$ cat src/rtl/game_pkg.sv
// Shared definitions for the game-flow controller: state encoding,
// brick count, default score width and a brick-count helper.
package game_pkg;

  localparam int unsigned NUM_BRICKS  = 3;
  localparam int unsigned SCORE_W_DEF = 8;
  localparam int unsigned STATE_W     = 3;
  localparam int unsigned BRICK_CNT_W = 2;

  typedef enum logic [STATE_W-1:0] {
    ST_IDLE  = 3'd0,
    ST_SERVE = 3'd1,
    ST_PLAY  = 3'd2,
    ST_PAUSE = 3'd3,
    ST_LOST  = 3'd4,
    ST_OVER  = 3'd5,
    ST_WIN   = 3'd6
  } state_e;

  // Number of set bits in a brick mask.
  function automatic logic [BRICK_CNT_W-1:0] brick_count(input logic [NUM_BRICKS-1:0] v);
    logic [BRICK_CNT_W-1:0] c;
    c = '0;
    for (int i = 0; i < int'(NUM_BRICKS); i++) begin
      c = c + BRICK_CNT_W'(v[i]);
    end
    return c;
  endfunction

endpackage

$ cat src/rtl/btn_sync_edge.sv
// Button conditioner: 2-flop synchronizer followed by a registered
// rising-edge detector. A raw edge shows up as a one-cycle pulse three
// cycles later.
//   clk     : pixel clock
//   reset   : synchronous, active-low
//   i_btn   : raw asynchronous button level
//   o_pulse : one-cycle pulse on each synchronized rising edge
module btn_sync_edge (
  input  logic clk,
  input  logic reset,
  input  logic i_btn,
  output logic o_pulse
);

  logic r_s1, r_s2, r_s3, r_pulse;

  always_ff @(posedge clk) begin
    if (!reset) begin
      r_s1    <= 1'b0;
      r_s2    <= 1'b0;
      r_s3    <= 1'b0;
      r_pulse <= 1'b0;
    end else begin
      r_s1    <= i_btn;
      r_s2    <= r_s1;
      r_s3    <= r_s2;
      r_pulse <= r_s2 & ~r_s3;
    end
  end

  assign o_pulse = r_pulse;

endmodule

$ cat src/rtl/game_sequencer.sv
// Game-flow controller for the brick/paddle playfield engine. Sequences
// attract, serve, play, pause, ball-lost, game-over and win, and keeps
// lives, score and the brick-alive mask.
//   clk, reset (sync, active-low), frame_tick (per-frame pulse)
//   btn_start, btn_pause : raw asynchronous buttons
//   ball_lost            : playfield terminal state level
//   brick_hit[2:0]       : per-brick collision pulses
//   play_rst_n, play_run, overlay_en : playfield / overlay controls
//   brick_alive, lives, score, seq_state : game status (all registered)
module game_sequencer
  import game_pkg::*;
#(
  parameter int unsigned LIVES_INIT   = 3,
  parameter int unsigned SERVE_FRAMES = 60,
  parameter int unsigned LOST_FRAMES  = 90,
  parameter int unsigned BRICK_POINTS = 10,
  parameter int unsigned SCORE_W      = SCORE_W_DEF
) (
  input  logic                  clk,
  input  logic                  reset,
  input  logic                  frame_tick,
  input  logic                  btn_start,
  input  logic                  btn_pause,
  input  logic                  ball_lost,
  input  logic [NUM_BRICKS-1:0] brick_hit,
  output logic                  play_rst_n,
  output logic                  play_run,
  output logic                  overlay_en,
  output logic [NUM_BRICKS-1:0] brick_alive,
  output logic [1:0]            lives,
  output logic [SCORE_W-1:0]    score,
  output logic [STATE_W-1:0]    seq_state
);

  localparam int unsigned CNT_MAX = (SERVE_FRAMES > LOST_FRAMES) ? SERVE_FRAMES : LOST_FRAMES;
  localparam int unsigned CNT_W   = (CNT_MAX > 1) ? $clog2(CNT_MAX) : 1;
  localparam logic [SCORE_W-1:0] SCORE_MAX = '1;

  logic w_start_p, w_pause_p;

  state_e                r_state, w_state_nxt;
  logic [CNT_W-1:0]      r_cnt, w_cnt_nxt;
  logic [1:0]            r_lives, w_lives_nxt;
  logic [SCORE_W-1:0]    r_score, w_score_nxt;
  logic [NUM_BRICKS-1:0] r_alive, w_alive_nxt, w_new_clr;
  logic [31:0]           w_sum;
  logic                  r_play_rst_n, w_play_rst_n;
  logic                  r_play_run, w_play_run;
  logic                  r_overlay_en, w_overlay_en;

  btn_sync_edge u_start (.clk(clk), .reset(reset), .i_btn(btn_start), .o_pulse(w_start_p));
  btn_sync_edge u_pause (.clk(clk), .reset(reset), .i_btn(btn_pause), .o_pulse(w_pause_p));

  // State, datapath and output registers.
  always_ff @(posedge clk) begin
    if (!reset) begin
      r_state      <= ST_IDLE;
      r_cnt        <= '0;
      r_lives      <= 2'(LIVES_INIT);
      r_score      <= '0;
      r_alive      <= '1;
      r_play_rst_n <= 1'b0;
      r_play_run   <= 1'b0;
      r_overlay_en <= 1'b1;
    end else begin
      r_state      <= w_state_nxt;
      r_cnt        <= w_cnt_nxt;
      r_lives      <= w_lives_nxt;
      r_score      <= w_score_nxt;
      r_alive      <= w_alive_nxt;
      r_play_rst_n <= w_play_rst_n;
      r_play_run   <= w_play_run;
      r_overlay_en <= w_overlay_en;
    end
  end

  // Next-state, datapath update and next-output decode.
  always_comb begin
    w_state_nxt  = r_state;
    w_cnt_nxt    = r_cnt;
    w_lives_nxt  = r_lives;
    w_score_nxt  = r_score;
    w_alive_nxt  = r_alive;
    w_new_clr    = '0;
    w_sum        = '0;
    w_play_rst_n = 1'b1;
    w_play_run   = 1'b0;
    w_overlay_en = 1'b0;

    case (r_state)
      ST_IDLE: begin
        if (w_start_p) begin
          w_state_nxt = ST_SERVE;
          w_lives_nxt = 2'(LIVES_INIT);
          w_score_nxt = '0;
          w_alive_nxt = '1;
          w_cnt_nxt   = '0;
        end
      end
      ST_SERVE: begin
        if (frame_tick) begin
          if (r_cnt == CNT_W'(SERVE_FRAMES - 1)) begin
            w_state_nxt = ST_PLAY;
            w_cnt_nxt   = '0;
          end else begin
            w_cnt_nxt = r_cnt + CNT_W'(1);
          end
        end
      end
      ST_PLAY: begin
        // Hits are scored even when the state leaves PLAY this cycle.
        w_new_clr   = brick_hit & r_alive;
        w_alive_nxt = r_alive & ~brick_hit;
        w_sum       = 32'(r_score) + 32'(brick_count(w_new_clr)) * BRICK_POINTS;
        w_score_nxt = (w_sum > 32'(SCORE_MAX)) ? SCORE_MAX : SCORE_W'(w_sum);
        if (ball_lost) begin
          w_state_nxt = ST_LOST;
          w_cnt_nxt   = '0;
        end else if (r_alive == '0) begin
          w_state_nxt = ST_WIN;
        end else if (w_pause_p) begin
          w_state_nxt = ST_PAUSE;
        end
      end
      ST_PAUSE: begin
        if (w_pause_p || w_start_p) w_state_nxt = ST_PLAY;
      end
      ST_LOST: begin
        if (frame_tick) begin
          if (r_cnt == CNT_W'(LOST_FRAMES - 1)) begin
            w_lives_nxt = r_lives - 2'd1;
            w_state_nxt = (r_lives == 2'd1) ? ST_OVER : ST_SERVE;
            w_cnt_nxt   = '0;
          end else begin
            w_cnt_nxt = r_cnt + CNT_W'(1);
          end
        end
      end
      ST_OVER, ST_WIN: begin
        if (w_start_p) w_state_nxt = ST_IDLE;
      end
      default: w_state_nxt = ST_IDLE;
    endcase

    // Outputs follow the state being entered so they land with it.
    case (w_state_nxt)
      ST_IDLE: begin
        w_play_rst_n = 1'b0;
        w_overlay_en = 1'b1;
      end
      ST_SERVE: w_play_rst_n = 1'b0;
      ST_PLAY:  w_play_run   = 1'b1;
      ST_OVER, ST_WIN: w_overlay_en = 1'b1;
      default: ;
    endcase
  end

  assign play_rst_n  = r_play_rst_n;
  assign play_run    = r_play_run;
  assign overlay_en  = r_overlay_en;
  assign brick_alive = r_alive;
  assign lives       = r_lives;
  assign score       = r_score;
  assign seq_state   = r_state;

endmodule

$ cat config.mk
export PLATFORM = sky130hd
export DESIGN_NAME = game_sequencer
export DESIGN_NICKNAME = d
export VERILOG_FILES = /design/src/rtl/game_pkg.sv /design/src/rtl/btn_sync_edge.sv /design/src/rtl/game_sequencer.sv
export SDC_FILE = /design/constraint.sdc
export NUM_CORES = 1
export LEC_CHECK = 0
export CAP_MARGIN = 10
export CORE_ASPECT_RATIO = 1.4
export CORE_UTILIZATION = 48
export DETAILED_ROUTE_END_ITERATION = 10
export GPL_TIMING_DRIVEN = 0
export PLACE_DENSITY = 0.79
export SLEW_MARGIN = 20
export SYNTH_ARGS = -nofsm -noshare
export SYNTH_HDL_FRONTEND = slang
export SYNTH_SLANG_ARGS = --single-unit
$ cat constraint.sdc
create_clock -name clk -period 2.3 [get_ports clk]
set_input_delay 0.46 -clock clk [delete_from_list [all_inputs] [get_ports clk]]
set_output_delay 0.46 -clock clk [all_outputs]
set_load 0.01 [all_outputs]
==> impl_metrics.env, run 1 <==
export IMPL_outcome="finished, violations left"
export IMPL_violations="setup timing"
export IMPL_drc=0
export IMPL_grt_pass1_wl_mm=5.740
export IMPL_finalWorstSetupSlack_ns=-0.02849
export IMPL_vias=1467
export IMPL_synth_fp_nets=210
export IMPL_finalCritPeriodShare_pct=101.2
export IMPL_drive_gt1_share_pct=18.34
export IMPL_io_buffers=26
export IMPL_fp_dieW_um=53.29
export IMPL_htreeDepth=2
export IMPL_comb_power_share_pct=8.7
export IMPL_ys_seq_area_share_pct=38.50
export IMPL_yosysWarnings=0
export IMPL_syn_cell_area_um2=1768
export IMPL_cts_buffers=5
export IMPL_pwr_share_seq_pct=54.6
export IMPL_r2r_end="score[6]"
export IMPL_grt_pass1_vias=1375
export IMPL_drt_iter0_drc=12
export IMPL_coreArea_um2=3441
export IMPL_crit_end="score[6]"
export IMPL_ir_drop_mv=0.5428
export IMPL_yosys_area_top_type_share_pct=38.50
export IMPL_ys_types=51
export IMPL_fin_util_pct=64.80
export IMPL_ctsHoldBuffers=0
export IMPL_synthTopCellsByCount="dfxtp_1, nand2_1, and2_1, inv_1, nor2_1"
export IMPL_hpwl_mm=2.648
export IMPL_finalMaxSlewViolations=0
export IMPL_core_rowCount=25
export IMPL_post_synth_top_count_cell="dfxtp_1"
export IMPL_area_delta_synth_final_pct=26.11
export IMPL_synth_area_per_cell_um2=9.208
export IMPL_critPathMaxFanout=4
export IMPL_tns_ns=-0.04178
export IMPL_clock_path_buffers=2
export IMPL_p_per_area_nw_per_um2=494.2
export IMPL_sw_frac_of_total_pct=22.52
export IMPL_synth_top_area_cell="dfxtp_1"
export IMPL_worst_setup_path_start_kind="register"
export IMPL_fin_worst_skew_ns=0.005034
export IMPL_hold_viol_final=0
export IMPL_p_int_mw=0.8536
export IMPL_reg2reg_slack_ns=-0.03
export IMPL_die_area_um2=3933
export IMPL_grt_overflow_total=0
export IMPL_required_ns=2.48
export IMPL_netlist_top_cells_area="dfxtp_1, ha_1, nand2_1"
export IMPL_setup_viol=2
export IMPL_grt_max_degree=11
export IMPL_synthCells=192
export IMPL_track_usage_pct=20.97
export IMPL_start_util_pct=51.38
export IMPL_synth_async_sr_flop_share_pct=0
export IMPL_switchingPower_mw=0.2481
export IMPL_gp_congestion=0.8102
export IMPL_end_kind="register"
export IMPL_path_class="register to register"
export IMPL_relSlewSlack_pct=56.96
export IMPL_n_antenna_cell=0
export IMPL_worst_slew_pin_slew_ns=0.6376
export IMPL_r2r_cells=8
export IMPL_via_per_inst=5.454
export IMPL_timing_fmax_mhz=429.5
export IMPL_synth_edff_count=0
export IMPL_antenna_found_initial=0
export IMPL_detail_route_first_pass_iterations=4
export IMPL_min_period_ns=2.328
export IMPL_ant_nets=0
export IMPL_clk_pin_slew_ns=0.06
export IMPL_rsz0062_at_grt="yes"
export IMPL_nets=247
export IMPL_io_pins=28
export IMPL_ys_ff_latch=34
export IMPL_post_drt_wl_per_cell_um=13.00
export IMPL_critPathLaunch="brick_alive[0]"
export IMPL_clkPwrFrac_pct=36.6
export IMPL_cp_arrival_ns=2.51
export IMPL_tritoncts="done"
export IMPL_rr_startpoint="brick_alive[0]"
export IMPL_clock_latency_ns=0.29
export IMPL_routed_wl_mm=3.497
export IMPL_die_y_um=73.81
export IMPL_cap_viol_max_count=0
export IMPL_cellLeakagePower_nw=0.9015
export IMPL_cts_num_sinks=34
export IMPL_root_buffer="clkbuf_8"
export IMPL_synth_flop_cell="dfxtp_1"
export IMPL_hold_class="register to register"
## cell type report
class,instances,area (um2)
fillers,309,1211
repair buffers,30,280.3
flip-flops and latches,34,684.4
multi-input cells,138,1047
clock buffers,7,76.32
well taps,40,50.05
inverters,13,48.80
plain buffers,7,42.54
## cells by family (layout without fill, tap and decap cells)
kind of cell    Yosys count  count (layout)  synth area share (%)
compound gates           39              39                 17.69
xor+xnor                  8               8                 3.963
fa+ha+maj                 9               9                 7.219
buf+inv                  20              57                 5.166
flops                    34              34                 38.50
mux                       4               4                 2.406
simple gates             78              78                 25.05
## flip-flops by register name (all words and copies together) (netlist names)
name             count
u_start.r_s3         1
play_rst_n           1
play_run             1
u_pause.r_s2         1
u_pause.r_s3         1
brick_alive          3
u_pause.r_s1         1
score                8
lives                2
u_start.r_s2         1
r_cnt                7
u_pause.o_pulse      1
u_start.r_s1         1
seq_state            3
u_start.o_pulse      1
overlay_en           1
## through the flow
step / setup slack, ns / instance area [um2] / cells / hold WS, ns / total power [mW]
finish: -0.02849 / 2230 / 269 / 0.3776 / 1.102
global route: -0.1239 / 2230 / 269 / 0.4102 / 1.153
CTS: -0.09916 / 2190 / 267 / 0.3845 / 1.113
detailed placement: -0.6525 / 2102 / 258 / 0.3778 / 0.7085
global placement: -0.6248 / 2102 / 258 / 0.3756 / 0.7059
floorplan: -0.08678 / 1792 / 192 / 0.3674 / 0.6766
## power groups by stage
stage	Combinational [mW]	Sequential, mW	Clock [mW]
floorplan	0.0622	0.614	0
global placement	0.0910	0.615	0
detailed placement	0.0934	0.615	0
CTS	0.0934	0.602	0.418
global route	0.107	0.603	0.444
finish	0.0962	0.602	0.404
## layout by cell type, fill, tap and decap left out, types with 2 or more instances in the layout
cell / netlist / final
o21a_1: 7 / 7
clkbuf_1: 1 / 3
clkdlybuf4s50_1: 0 / 23
o21ai_0: 6 / 5
inv_1: 11 / 10
clkbuf_8: 0 / 5
a21oi_2: 0 / 2
dfxtp_2: 0 / 3
a21oi_1: 4 / 2
nand4_1: 4 / 4
nor2b_1: 9 / 8
a31oi_1: 2 / 2
ha_1: 7 / 5
a22o_1: 2 / 2
fa_2: 0 / 2
a211oi_2: 2 / 2
nand2_1: 19 / 19
ha_4: 0 / 2
a41oi_1: 2 / 2
buf_2: 4 / 6
mux2_2: 2 / 2
buf_4: 1 / 5
dfxtp_1: 34 / 31
inv_2: 2 / 3
nor2_1: 11 / 11
nand2b_1: 3 / 3
xor2_1: 5 / 5
and2_4: 0 / 3
mux2i_1: 2 / 2
nand3_1: 5 / 5
nor3_1: 4 / 4
a21o_1: 3 / 3
and2_1: 11 / 8
and3_1: 2 / 2
xnor2_1: 3 / 3
## how the worst min path moves through the flow
stage | from | end | slack, ns | depth (start not counted)
floorplan | u_pause.r_s3 | u_pause.o_pulse | 0.37 | 1
global placement | u_pause.r_s3 | u_pause.o_pulse | 0.38 | 1
detailed placement | u_pause.r_s3 | u_pause.o_pulse | 0.38 | 1
CTS | u_pause.r_s3 | u_pause.o_pulse | 0.38 | 1
global route | u_pause.r_s3 | u_pause.o_pulse | 0.41 | 1
finish | u_pause.r_s3 | u_pause.o_pulse | 0.38 | 1
## what timing repair did
| action | 4_1_cts | 5_1_grt |
|---|---|---|
| gates resized for setup | 14 | 6 |
| hold endpoints to repair | 0 | 0 |
| pin swaps | 8 | 5 |
| buffers inserted | 2 | 2 |
| endpoints found under the setup margin | 8 | 8 |
## worst max-delay path, cell delays in order, from the launching register on
cell	delay [ns]
dfxtp_2	0.32
and2_4	0.14
fa_2	0.62
ha_4	0.15
a21o_1	0.11
a21o_1	0.16
a21oi_2	0.09
or4b_1	0.50
o211a_1	0.13
## metal layers
| metal | routed length [um] | global-route usage [%] | vias to the layer above |
|---|---|---|---|
| met5 | 0 | 0 | - |
| met4 | 122 | 13.74 | 0 |
| met3 | 112 | 6.625 | 10 |
| met2 | 1851 | 37.50 | 30 |
| met1 | 1411 | 19.57 | 683 |
| li1 | - | - | 744 |
No activity file was read; power rests on OpenSTA's default activity.
==> inputs of run 2 (changes only) <==
--- a/config.mk
+++ b/config.mk
@@ -5,6 +5,7 @@
 export SDC_FILE = /design/constraint.sdc
 export NUM_CORES = 1
 export LEC_CHECK = 0
+export ABC_AREA = 0
 export CAP_MARGIN = 10
 export CORE_ASPECT_RATIO = 1.4
 export CORE_UTILIZATION = 48
==> constraint.sdc (replaced) <==
create_clock -name clk -period 2 [get_ports clk]
set_input_delay 0.4 -clock clk [delete_from_list [all_inputs] [get_ports clk]]
set_output_delay 0.4 -clock clk [all_outputs]
set_load 0.01 [all_outputs]
==> impl_metrics.env, run 2 (same netlist as run 1, synthesis figures left out) <==
export IMPL_clock_latency_ns=0.29
export IMPL_grt_overflow_total=0
export IMPL_path_class="register to register"
export IMPL_cap_viol_max_count=0
export IMPL_finalWorstSetupSlack_ns=-0.3534
export IMPL_ff_latch_area_um2=685.7
export IMPL_finalMaxSlewViolations=0
export IMPL_ant_nets=0
export IMPL_die_y_um=73.81
export IMPL_end_kind="register"
export IMPL_fin_worst_skew_ns=0.005402
export IMPL_layout_common_cells="dfxtp_1, clkdlybuf4s50_1, nand2_1, nor2_1, inv_1"
export IMPL_gp_congestion=0.8368
export IMPL_grt_met1_usage_pct=20.05
export IMPL_hold_viol_final=0
export IMPL_p_per_area_nw_per_um2=571.2
export IMPL_min_period_ns=2.353
export IMPL_n_antenna_cell=0
export IMPL_io_pins=28
export IMPL_drive_gt1_share_pct=21.19
export IMPL_pwr_share_seq_pct=51.9
export IMPL_fin_util_pct=67.85
export IMPL_grt_max_degree=11
export IMPL_finalPower_mw=1.334
export IMPL_die_area_um2=3933
export IMPL_cellLeakagePower_nw=0.9692
export IMPL_rr_startpoint="brick_alive[1]"
export IMPL_violations="setup timing"
export IMPL_core_rowCount=25
export IMPL_critPathLaunch="brick_alive[1]"
export IMPL_via_per_inst=5.514
export IMPL_outcome="finished, violations left"
export IMPL_worst_slew_pin_slew_ns=0.7575
export IMPL_instances_no_fill=276
export IMPL_worstHoldStart="u_start.r_s3"
export IMPL_finalCritPeriodShare_pct=117.7
export IMPL_crit_end="score[6]"
export IMPL_fp_dieW_um=53.29
export IMPL_r2r_cells=8
export IMPL_clock_path_buffers=2
export IMPL_coreArea_um2=3441
export IMPL_comb_power_share_pct=9.8
export IMPL_ir_drop_mv=0.6225
export IMPL_area_delta_synth_final_pct=32.06
export IMPL_grt_pass1_wl_mm=6.078
export IMPL_rsz0062_at_grt="yes"
export IMPL_critPathMaxFanout=3
export IMPL_hold_ws_ns=0.3859
export IMPL_clk_pin_slew_ns=0.07
export IMPL_relSlewSlack_pct=48.86
export IMPL_required_ns=2.19
export IMPL_timing_fmax_mhz=424.9
export IMPL_hpwl_mm=2.640
export IMPL_switchingPower_mw=0.3020
export IMPL_worst_setup_path_start_kind="register"
export IMPL_tns_ns=-2.388
export IMPL_htreeDepth=2
export IMPL_track_usage_pct=21.71
export IMPL_root_buffer="clkbuf_8"
export IMPL_grt_pass1_vias=1445
export IMPL_largest_reg_flops=8
export IMPL_drc=0
export IMPL_vias=1522
export IMPL_post_place_cells=258
export IMPL_busiest_layer="met2"
export IMPL_ctsHoldBuffers=0
export IMPL_r2r_end="score[6]"
export IMPL_hold_class="register to register"
export IMPL_post_drt_wl_per_cell_um=14.44
export IMPL_sw_frac_of_total_pct=22.65
export IMPL_antenna_found_initial=0
export IMPL_io_buffers=26
export IMPL_start_util_pct=51.38
export IMPL_setup_viol=8
export IMPL_routed_wl_mm=3.985
export IMPL_clkPwrFrac_pct=38.3
export IMPL_detail_route_first_pass_iterations=4
export IMPL_met3_usage_pct=6.211
export IMPL_cp_arrival_ns=2.54
export IMPL_cts_buffers=5
export IMPL_nFillCells=299
export IMPL_reg2reg_slack_ns=-0.35
export IMPL_tritoncts="done"
export IMPL_grtUsageMet2_pct=40.42
export IMPL_nets=253
export IMPL_multiInputGateArea_um2=1075
export IMPL_p_int_mw=1.032
export IMPL_cts_num_sinks=34
export IMPL_drt_iter0_drc=29
export IMPL_layout_commonest_cell="dfxtp_1"
[run 2: cell types whose count changed in the layout (fill, tap and decap cells not counted), sizes merged]
cell	previous run	this run
clkinv	0	1
clkdlybuf4s50	23	22
dlygate4sd2	0	1
clkdlybuf4s15	1	3
buf	12	16
[run 2: power by group through the flow]
stage               Combinational, mW  Clock (mW)  Sequential (mW)
floorplan                      0.0716           0            0.707
CTS                             0.116       0.529            0.692
finish                          0.131       0.511            0.692
detailed placement              0.107           0            0.707
global route                    0.141       0.559            0.693
global placement                0.105           0            0.707
[run 2: area by class of cell]
type | count | area share, %
plain buffers | 7 | 1.822
inverters | 13 | 2.090
clock inverters | 1 | 0.2144
well taps | 40 | 2.144
clock buffers | 7 | 3.698
repair buffers | 36 | 14.63
multi-input cells | 138 | 46.03
flip-flops and latches | 34 | 29.37
[run 2: worst max-delay path, stage by stage (launching register included)]
cell	delay (ns)
dfxtp_2	0.32
and2_4	0.14
fa_2	0.50
buf_6	0.14
ha_4	0.26
a21o_1	0.19
a21oi_4	0.09
or4b_1	0.47
o211a_1	0.14
[run 2: worst min-delay path by stage]
stage / cells after the start / end
after CTS: 1 / u_pause.o_pulse
after global placement: 1 / u_pause.o_pulse
after detailed placement: 1 / u_pause.o_pulse
after floorplan: 1 / u_pause.o_pulse
after global routing: 1 / u_pause.o_pulse
final: 1 / u_start.o_pulse
[run 2: timing repair]
action,4_1_cts,5_1_grt
resized for setup,17,6
setup buffers,6,4
endpoints found under the setup margin,9,16
pin swaps,8,17
[run 2: per-stage QoR]
stage	area [um2]	setup WS, ns
2_1_floorplan	1792	-0.3192
3_3_place_gp	2102	-0.8684
3_5_place_dp	2102	-0.8899
4_1_cts	2282	-0.3938
5_1_grt	2335	-0.3931
6_report	2335	-0.3534
[run 2: per-layer routing]
metal  share of wire (%)  vias up
met3                 4.0       13
li1                    -      757
met1                  39      718
met2                  54       34
met4                 3.3        0
met5                   0        -
==> inputs of run 3 (changes only) <==
--- a/config.mk
+++ b/config.mk
@@ -8,11 +8,11 @@
 export ABC_AREA = 0
 export CAP_MARGIN = 10
 export CORE_ASPECT_RATIO = 1.4
-export CORE_UTILIZATION = 48
+export CORE_UTILIZATION = 50
+export CTS_BUF_LIST = sky130_fd_sc_hd__clkbuf_4
 export DETAILED_ROUTE_END_ITERATION = 10
 export GPL_TIMING_DRIVEN = 0
-export PLACE_DENSITY = 0.79
-export SLEW_MARGIN = 20
+export PLACE_DENSITY = 0.82
 export SYNTH_ARGS = -nofsm -noshare
 export SYNTH_HDL_FRONTEND = slang
 export SYNTH_SLANG_ARGS = --single-unit
==> impl_metrics.env, run 3 (same netlist as run 1, synthesis figures left out) <==
export IMPL_p_per_area_nw_per_um2=520.2
export IMPL_coreArea_um2=3378
export IMPL_via_per_inst=5.433
export IMPL_clock_latency_ns=0.33
export IMPL_grt_max_degree=11
export IMPL_rr_startpoint="brick_alive[0]"
export IMPL_outcome="finished, violations left"
export IMPL_path_class="register to register"
export IMPL_drt_iter0_drc=24
export IMPL_grt_overflow_total=0
export IMPL_worstHoldStart="u_pause.r_s3"
export IMPL_tns_ns=-2.353
export IMPL_core_rowCount=25
export IMPL_root_buffer="clkbuf_4"
export IMPL_n_antenna_cell=0
export IMPL_htreeDepth=2
export IMPL_track_usage_pct=20.95
export IMPL_tritoncts="done"
export IMPL_grt_pass1_wl_mm=5.802
export IMPL_hpwl_mm=2.677
export IMPL_finalCritPeriodShare_pct=119.4
export IMPL_gp_congestion=0.8354
export IMPL_ant_nets=0
export IMPL_critPathLaunch="brick_alive[0]"
export IMPL_area_delta_synth_final_pct=28.31
export IMPL_relSlewSlack_pct=50.23
export IMPL_instances_no_fill=275
export IMPL_cts_num_sinks=34
export IMPL_hold_viol_final=0
export IMPL_largest_reg_flops=8
export IMPL_die_y_um=72.36
export IMPL_multiInputGateArea_um2=1057
export IMPL_cts_buffers=5
export IMPL_violations="setup timing"
export IMPL_layout_common_cells="dfxtp_1, clkdlybuf4s50_1, nand2_1, buf_4, nor2_1"
export IMPL_post_place_cells=258
export IMPL_nets=253
export IMPL_final_area_um2=2268
export IMPL_timing_fmax_mhz=418.7
export IMPL_start_util_pct=52.33
export IMPL_setup_viol=8
export IMPL_nFillCells=301
export IMPL_rsz0062_at_grt="yes"
export IMPL_drive_gt1_share_pct=20.00
export IMPL_cp_arrival_ns=2.62
export IMPL_detail_route_first_pass_iterations=4
export IMPL_vias=1494
export IMPL_min_period_ns=2.388
export IMPL_layout_commonest_cell="dfxtp_1"
export IMPL_finalMaxSlewViolations=0
export IMPL_io_buffers=26
export IMPL_critPathMaxFanout=4
export IMPL_routed_wl_mm=3.612
export IMPL_end_kind="register"
export IMPL_post_dp_cell_area_um2=2102
export IMPL_ir_drop_mv=0.3913
export IMPL_required_ns=2.24
export IMPL_drc=0
export IMPL_die_area_um2=3781
export IMPL_ctsHoldBuffers=0
export IMPL_ff_latch_area_um2=685.7
export IMPL_clk_pin_slew_ns=0.09
export IMPL_worst_setup_path_start_kind="register"
export IMPL_io_pins=28
export IMPL_grt_pass1_vias=1372
export IMPL_cap_viol_max_count=0
export IMPL_clock_path_buffers=2
export IMPL_worst_slew_pin_slew_ns=0.7372
export IMPL_antenna_found_initial=0
export IMPL_cellLeakagePower_nw=0.9512
export IMPL_finalWorstSetupSlack_ns=-0.3882
export IMPL_post_drt_wl_per_cell_um=13.13
export IMPL_fin_worst_skew_ns=0.004906
export IMPL_fp_dieW_um=52.26
export IMPL_hold_class="register to register"
## run 3: cell count changes in the layout (fill, tap and decap cells not counted), sizes merged
cell | previous run | this run
dlygate4sd2 | 1 | 3
clkdlybuf4s50 | 22 | 23
clkinv | 1 | 0
clkdlybuf4s15 | 3 | 0
## run 3: report_power, final
part / internal, mW / switching (mW)
registers: 0.686 / 0.00563
clock network: 0.160 / 0.209
logic: 0.0626 / 0.0579
total: 0.908 / 0.272
## run 3: final timing paths
path         slack [ns]               to  cells past startpoint
min reg2reg        0.39  u_pause.o_pulse                      1
max reg2reg       -0.39         score[6]                      8
max               -0.39         score[6]                      8
min                0.39  u_pause.o_pulse                      1
## run 3: critical path, cell delays in order, from the launching register on
cell and delay [ns]:
dfxtp_2 0.34, and2_4 0.14, fa_2 0.50, buf_4 0.16
ha_4 0.26, a21o_1 0.14, a21oi_2 0.10, or4b_1 0.50
o211a_1 0.13
## run 3: final cells by class
class	instances	share of cell area (%)
multi-input cells	138	46.61
clock buffers	7	2.317
well taps	40	2.206
flip-flops and latches	34	30.23
inverters	13	2.151
repair buffers	36	14.62
plain buffers	7	1.875
## run 3: repair_timing
action,4_1_cts,5_1_grt
endpoints found under the hold margin,0,0
setup endpoints to repair,8,16
resized for setup,7,6
pin swaps,7,11
setup buffers,1,9
## run 3: through the flow
| stage | hold slack, ns | worst slack [ns] | total power, mW | util [%] |
|---|---|---|---|---|
| floorplan | 0.3674 | -0.3192 | 0.7781 | - |
| global route | 0.4004 | -0.4458 | 1.238 | 67.15 |
| CTS | 0.3916 | -0.4102 | 1.192 | 64.44 |
| global placement | 0.3764 | -0.8724 | 0.8118 | 62.22 |
| detailed placement | 0.3800 | -0.8836 | 0.8148 | 62.22 |
| finish | 0.3889 | -0.3882 | 1.180 | 67.15 |
## run 3: layer usage
layer	global-route usage (%)	share of wire (%)	wire (um)
met5	0	0	0
met2	39.32	56	2007
met4	8.772	1.6	59
met1	21.27	39	1412
met3	5.031	3.7	132
